`src/rtl/coeff_loader.sv`:
```
// Register-bus initiator: writes the mode GPR, streams FIR coefficients into the
// coefficient registers, reads them back and flags a checksum mismatch.
module coeff_loader #(
    parameter int DATA_WIDTH      = 16,
    parameter int NUM_GPR_REGS    = 1,
    parameter int NUM_COEFFS_REGS = 30,
    parameter int READ_LATENCY    = 1,
    localparam int ADDR_W         = $clog2(NUM_GPR_REGS + NUM_COEFFS_REGS),
    localparam int CSUM_W         = DATA_WIDTH + $clog2(NUM_COEFFS_REGS + 1)
) (
    input  logic                  clk,
    input  logic                  rst,
    input  logic                  start,
    input  logic                  mode,
    input  logic [DATA_WIDTH-1:0] src_data_in,
    input  logic                  src_valid_in,
    output logic                  src_ready_out,
    output logic [ADDR_W-1:0]     addr,
    output logic                  write_en,
    output logic [DATA_WIDTH-1:0] wdata,
    input  logic [DATA_WIDTH-1:0] rdata,
    output logic                  busy,
    output logic                  done,
    output logic                  error,
    output logic [CSUM_W-1:0]     checksum
);

    localparam int IDX_W  = $clog2(NUM_COEFFS_REGS + 1);
    localparam int WAIT_W = (READ_LATENCY > 0) ? $clog2(READ_LATENCY + 1) : 1;

    localparam logic [IDX_W-1:0]  IDX_LAST  = IDX_W'(NUM_COEFFS_REGS - 1);
    localparam logic [WAIT_W-1:0] WAIT_LAST = WAIT_W'(READ_LATENCY);
    localparam logic [ADDR_W-1:0] COEF_BASE = ADDR_W'(NUM_GPR_REGS);

    typedef enum logic [2:0] {
        S_IDLE,
        S_WR_GPR,
        S_LOAD,
        S_VERIFY,
        S_CHECK
    } state_t;

    state_t              state_q, state_d;
    logic [IDX_W-1:0]    idx_q, idx_d;
    logic [WAIT_W-1:0]   wait_q, wait_d;
    logic [CSUM_W-1:0]   csum_q, csum_d;
    logic [CSUM_W-1:0]   rbsum_q, rbsum_d;
    logic                error_q, error_d;
    logic                done_q, done_d;
    logic [ADDR_W-1:0]   coef_addr;

    assign coef_addr = COEF_BASE + ADDR_W'(idx_q);

    always_ff @(posedge clk) begin
        if (rst) begin
            state_q <= S_IDLE;
            idx_q   <= '0;
            wait_q  <= '0;
            csum_q  <= '0;
            rbsum_q <= '0;
            error_q <= 1'b0;
            done_q  <= 1'b0;
        end else begin
            state_q <= state_d;
            idx_q   <= idx_d;
            wait_q  <= wait_d;
            csum_q  <= csum_d;
            rbsum_q <= rbsum_d;
            error_q <= error_d;
            done_q  <= done_d;
        end
    end

    always_comb begin
        state_d       = state_q;
        idx_d         = idx_q;
        wait_d        = wait_q;
        csum_d        = csum_q;
        rbsum_d       = rbsum_q;
        error_d       = error_q;
        done_d        = 1'b0;
        addr          = '0;
        write_en      = 1'b0;
        wdata         = '0;
        src_ready_out = 1'b0;

        case (state_q)
            S_IDLE: begin
                if (start) begin
                    error_d = 1'b0;
                    csum_d  = '0;
                    rbsum_d = '0;
                    idx_d   = '0;
                    wait_d  = '0;
                    state_d = S_WR_GPR;
                end
            end

            S_WR_GPR: begin
                write_en = 1'b1;
                wdata[0] = mode;
                state_d  = S_LOAD;
            end

            // Write strobe follows the stream directly so a beat lands in the
            // register file in the same cycle it is accepted.
            S_LOAD: begin
                src_ready_out = 1'b1;
                write_en      = src_valid_in;
                addr          = coef_addr;
                wdata         = src_data_in;
                if (src_valid_in) begin
                    csum_d = csum_q + CSUM_W'(src_data_in);
                    if (idx_q == IDX_LAST) begin
                        idx_d   = '0;
                        wait_d  = '0;
                        state_d = S_VERIFY;
                    end else begin
                        idx_d = idx_q + 1'b1;
                    end
                end
            end

            // Address is held for READ_LATENCY+1 cycles; rdata is taken on the last.
            S_VERIFY: begin
                addr = coef_addr;
                if (wait_q == WAIT_LAST) begin
                    rbsum_d = rbsum_q + CSUM_W'(rdata);
                    wait_d  = '0;
                    if (idx_q == IDX_LAST) begin
                        idx_d   = '0;
                        state_d = S_CHECK;
                    end else begin
                        idx_d = idx_q + 1'b1;
                    end
                end else begin
                    wait_d = wait_q + 1'b1;
                end
            end

            S_CHECK: begin
                error_d = (rbsum_q != csum_q);
                done_d  = 1'b1;
                state_d = S_IDLE;
            end

            default: begin
                state_d = S_IDLE;
            end
        endcase
    end

    assign busy     = (state_q != S_IDLE);
    assign done     = done_q;
    assign error    = error_q;
    assign checksum = csum_q;

endmodule

```
`config.mk`:
```
export PLATFORM = sky130hd
export DESIGN_NAME = coeff_loader
export DESIGN_NICKNAME = d
export VERILOG_FILES = /design/src/rtl/coeff_loader.sv
export SDC_FILE = /design/constraint.sdc
export NUM_CORES = 1
export LEC_CHECK = 0
export BUFFER_PORTS_ARGS = -buffer_cell sky130_fd_sc_hd__buf_2
export CAP_MARGIN = 20
export CORE_UTILIZATION = 50
export CTS_CLUSTER_SIZE = 20
export DETAILED_ROUTE_END_ITERATION = 6
export PLACE_DENSITY_LB_ADDON = 0.2
export SLEW_MARGIN = 5
export SYNTH_ARGS = -nofsm -noshare
export SYNTH_HDL_FRONTEND = slang
export SYNTH_SLANG_ARGS = --single-unit
```
`constraint.sdc`:
```
create_clock -name clk -period 2.9 [get_ports clk]
set_clock_uncertainty 0.05 [all_clocks]
set_input_delay 0.58 -clock clk [delete_from_list [all_inputs] [get_ports clk]]
set_output_delay 0.58 -clock clk [all_outputs]
set_load 0.03 [all_outputs]
```
Word level (Yosys, flattened, before mapping)
Index checks and enable logic that the tools add are counted.
{"block": "word_totals", "reg_bits": 53, "word_cells": 63, "inputBits": 37, "out_inout_bits": 47}
{"block": "op_classes", "n_reduce_logical": 13, "muxes": 28, "addsub": 4, "n_eq_ne": 11}
{"cell": "$pmux W21 S2", "n": 2}
{"cell": "$mux W21", "n": 3}
{"cell": "$add A21 B16 Y21", "n": 2}
{"cell": "$mux W5", "n": 5}
{"cell": "$ne A21 B21 Y1", "n": 1}
{"cell": "$mux W15", "n": 1}
{"cell": "$mux W3", "n": 5}
{"cell": "$pmux W5 S3", "n": 1}
{"cell": "$pmux W3 S4", "n": 1}
{"cell": "$ne A2 B2 Y1 const B", "n": 5}
{"cell": "$reduce_and A4 Y1", "n": 2}
{"cell": "$eq A3 B2 Y1 const B", "n": 2}
{"cell": "$mux W1", "n": 6}
{"cell": "$pmux W1 S2", "n": 3}
{"cell": "$reduce_and A3 Y1", "n": 2}
{"cell": "$reduce_bool A2 Y1", "n": 3}
{"cell": "$reduce_bool A3 Y1", "n": 2}
{"cell": "$add A5 B1 Y5 const B", "n": 1}
{"cell": "$eq A5 B5 Y1 const B", "n": 1}
{"cell": "$reduce_and A5 Y1", "n": 1}
{"cell": "$eq A3 B1 Y1 const B", "n": 1}
{"cell": "$eq A3 B3 Y1 const B", "n": 1}
{"cell": "$logic_not A3 Y1", "n": 1}
{"cell": "$pmux W1 S3", "n": 1}
{"cell": "3 further kinds", "n": 3}

Longest topological paths before layout
{"block": "logic_depth", "ltp_word": 4, "depth_mapped": 10, "ltp_nobuf": 10}

Least setup slack after synthesis
No wires, ideal clock.
{"block": "synth_path", "kind": "reg2reg", "start": "register csum_q[0], in the netlist checksum[0]", "end": "register csum_q[20], in the netlist checksum[20]", "stages_incl_launch_ff": 11, "setup_time_ns": 0.070, "slack_ns": 0.298, "required_time_ns": 2.780, "arrival_time_ns": 2.482, "synth_period_minus_slack_ns": 2.602, "cell_sequence": "dfxtp_1 ha_1 inv_1 fa_1 nand2b_1 a21oi_1 o21ai_0 a21oi_1 a31oi_1 or3_1 a21oi_1"}
{"block": "synth_between", "elab_chain_len": 3}
{"item": "start: declaration", "line": "46", "rtl": "logic [CSUM_W-1:0] csum_q, csum_d;"}
{"item": "start signal: assignment", "line": "67", "rtl": "csum_q <= csum_d;"}
{"item": "$add A21 B16 Y21", "line": "113", "rtl": "csum_d = csum_q + CSUM_W'(src_data_in);"}
{"item": "$mux W21", "line": "112", "rtl": "if (src_valid_in) begin"}
{"item": "$pmux W21 S2", "line": "87", "rtl": "case (state_q)"}
Every way passes these cells. The select of a mux whose other input is x is not followed.
A chain may end at the register's enable or synchronous reset.

Worst setup path after layout
{"block": "layout_path", "start": "register state_q[2]", "end": "output wdata[14]"}
{"block": "layout_between", "elab_chain_len": 2}
{"item": "start: declaration", "line": "43", "rtl": "state_t state_q, state_d;"}
{"item": "start signal: assignment", "line": "64", "rtl": "state_q <= state_d;"}
{"item": "$eq A3 B2 Y1", "line": "87"}
{"item": "$mux W15", "line": "87"}
{"item": "end: declaration", "line": "20", "rtl": "output logic [DATA_WIDTH-1:0] wdata,"}
Every way passes these cells.

==> impl_results.md <==
- Drt pass-1 iters: 4
- Final cycle utilization of the critical path: 90.9%
- Port-buffer cells: a little over 80
- RR Startpoint: checksum[0]$_SDFFE_PP0P_
- Post-synth top area share: 26.7%
- Highest clock rate: 379 MHz
- Avg Inst Size Synth: 7.96 µm²
- Post-layout util: 59.4%
- FILL cells: 750
- Maximum vdd drop: around 0.00018 V
- Crit. End Element: output pin
- Residual DRC: 0
- Congestion Overflow GR: 0
- Max cap viols: 0
- Worst-skew pair later-pin latency: 0.31 ns
- Async S/R FF share, synth: 0%
- Worst slack at placement: 0.149 ns
- CTS H-tree depth: 2
- Via count: 3911
- Mapped cell area: 0.00398 mm²
- CTS Buf Count: 5
- Die W: approximately 91 µm
- Post-CTS Hold Buffers: 0
- Largest net degree at the start of global routing: 33
- Mean routed wirelength per cell: 14.7 µm
- R2R depth: 10
- Core box area: between 0.007 and 0.008 mm²
- Met1 usage: around a third
- Most common cell in the netlist: dfxtp_1
- Crit path kind: reg -> out
- Worst path required time: 2.27 ns
- Cell count after synthesis: 500
- Post-Route WL: roughly 10000 µm
- Initial Utilization: 51.5%
- Crit-path max FO: 17
- Die Height: 91.2 µm
- Hold Crit Start: rbsum_q[17]$_SDFFE_PP0P_
- Reg2Reg Setup Slack: 0.34 ns
- Synth area leader: dfxtp_1
- Syn_nets: 573
- Vias in the first global route: approximately 3600
- Worst EP arrival: 2.01 ns
- RSZ-0062 raised after global routing: no
- Seq cells post-synth: 53
- Antenna Cells: 0
- Final Slew Violations: 0
- Post_cts resized: 0
- Top FF cell, synth: dfxtp_1
- Min-Delay Endpoint: rbsum_q[17]$_SDFFE_PP0P_
- Ratio of cells with drive above 1 in the final layout: 18.4%
- GR Util met2: 42.6%
- Top Usage Layer GRT: met2
- Clock Tree Root: clkbuf_8
- Top cells by count, synth: dfxtp_1 (53), nor2_1 (51), a21oi_1 (48)
- Clock slew at reported path FFs: 0.10 ns
- Setup TNS: 0 ns
- Hold Path Class: reg -> reg
- Outcome: finished, final reports clean
- Worst Slack Setup Final: 0.263 ns
- Row count: 32
- Area contributors post-synth: dfxtp_1 (27%), ha_1 (11%), a21oi_1 (6.0%)
- Distinct cells, synth: 55
- Area Growth Syn to Fin: 15.4%
- Die area: 0.00832 mm²
- Tmin final: 2.64 ns
- Slew headroom: 60.4%
- Ports: 84
- Clock tree buffer depth: 2
- Initial antenna violation count: 0
- Transition time of the tightest slew-check pin: roughly 0.59 ns
- Final GP Congestion: 0.877
- # Post-CTS Setup Buffers: 0
- Vias per inst: 5.72
- Reg2reg end: checksum[20]$_SDFFE_PP0P_
- Antenna viol nets, final: 0
- CTS tree: yes
- Startpoint Class: flop
- Ys Warns: 0
- Register area share after synthesis: 26.7%
- Hpwl dp: about 8000 µm
- Leak Pwr: between 2 and 2.5 nW
- Pwr dens: 379 mW/mm²
- Initial DRC Count: 168
- Post-synth EDFFs: 0
- Total track usage: 24.7%
- Met3 Use GR: about 4.0%
- Final hold violation count: 0
- Global-route wire length before repair: 16800 µm
- Worst hold stages: 2
- Clock Sinks: between 50 and 60
- # nets final: about 650
- Setup-failing EPs final: 0
-- layer usage --
metal,share of wire [%],vias to the layer above
met4,1.5,0
met2,46,104
met1,47,1805
met5,0,-
met3,4.9,11
li1,-,1991
-- per-stage QoR --
stage	hold slack, ns	cell area (µm²)	cells	total power (W)
floorplan	0.410	3980	500	0.00119
global placement	0.447	4510	676	0.00133
detailed placement	0.448	4510	676	0.00134
CTS	0.463	4590	684	0.00174
global route	0.476	4590	684	0.00183
finish	0.461	4590	684	0.00174
-- flip-flops by register name, summed over array words and instances (netlist names) --
signal / cells
wait_q: 1
rbsum_q: 21
idx_q: 5
state_q: 3
error: 1
checksum: 21
done: 1
-- area by class of cell --
type / count / area [µm²] / area share (%)
multi-input combinational: 418 / 2800 / 61.0
sequential: 53 / 1060 / 23.1
timing repair buffer: 90 / 468 / 10.2
tap: 102 / 128 / 2.78
clock buffer: 6 / 72.6 / 1.58
inverter: 13 / 48.8 / 1.06
clock inverter: 2 / 10.0 / 0.218
-- worst max path at each step --
stage,slack [ns],start,endpoint,cells past startpoint
after floorplan,0.30,checksum[0]$_SDFFE_PP0P_,checksum[20]$_SDFFE_PP0P_,10
after global placement,0.21,rdata[0],rbsum_q[20]$_SDFFE_PP0P_,11
after detailed placement,0.15,src_data_in[0],checksum[20]$_SDFFE_PP0P_,11
after CTS,0.27,state_q[2]$_SDFFE_PP0P_,wdata[11],5
after global routing,0.11,checksum[0]$_SDFFE_PP0P_,checksum[18]$_SDFFE_PP0P_,11
final,0.26,state_q[2]$_SDFFE_PP0P_,wdata[14],5
-- cell families (layout without fill, tap and decap cells) --
family	Yosys count	in the layout	synth area share (%)
XOR/XNOR	46	46	10.1
multiplexers	3	3	0.786
flip-flops	53	53	26.7
adder cells (fa/ha/maj)	36	36	11.7
AO/OA/AOI/OAI	142	142	23.2
AND/OR/NAND/NOR	191	191	24.6
buffers and inverters	29	111	2.89
-- power breakdown --
part           internal (W)  switching (W)
Sequential         0.000753      0.0000435
Combinational      0.000201       0.000330
Clock              0.000168       0.000243
-- critical path, cell delays in order (launching register included) --
cell	delay [ns]
dfxtp_1	0.67
nand2b_1	0.41
nor2_1	0.08
buf_4	0.20
and2_1	0.16
buf_2	0.17
-- layout by cell type (no fill, tap or decap), types with 13 or more instances in the layout --
cell,instances
a21o_1,14
a21oi_1,48
and2_1,19
buf_2,83
dfxtp_1,53
ha_1,34
inv_1,13
nand2_1,36
nand3_1,13
nor2_1,51
o21ai_0,31
xnor2_1,24
xor2_1,22
Power figures use the tool's default switching activity.
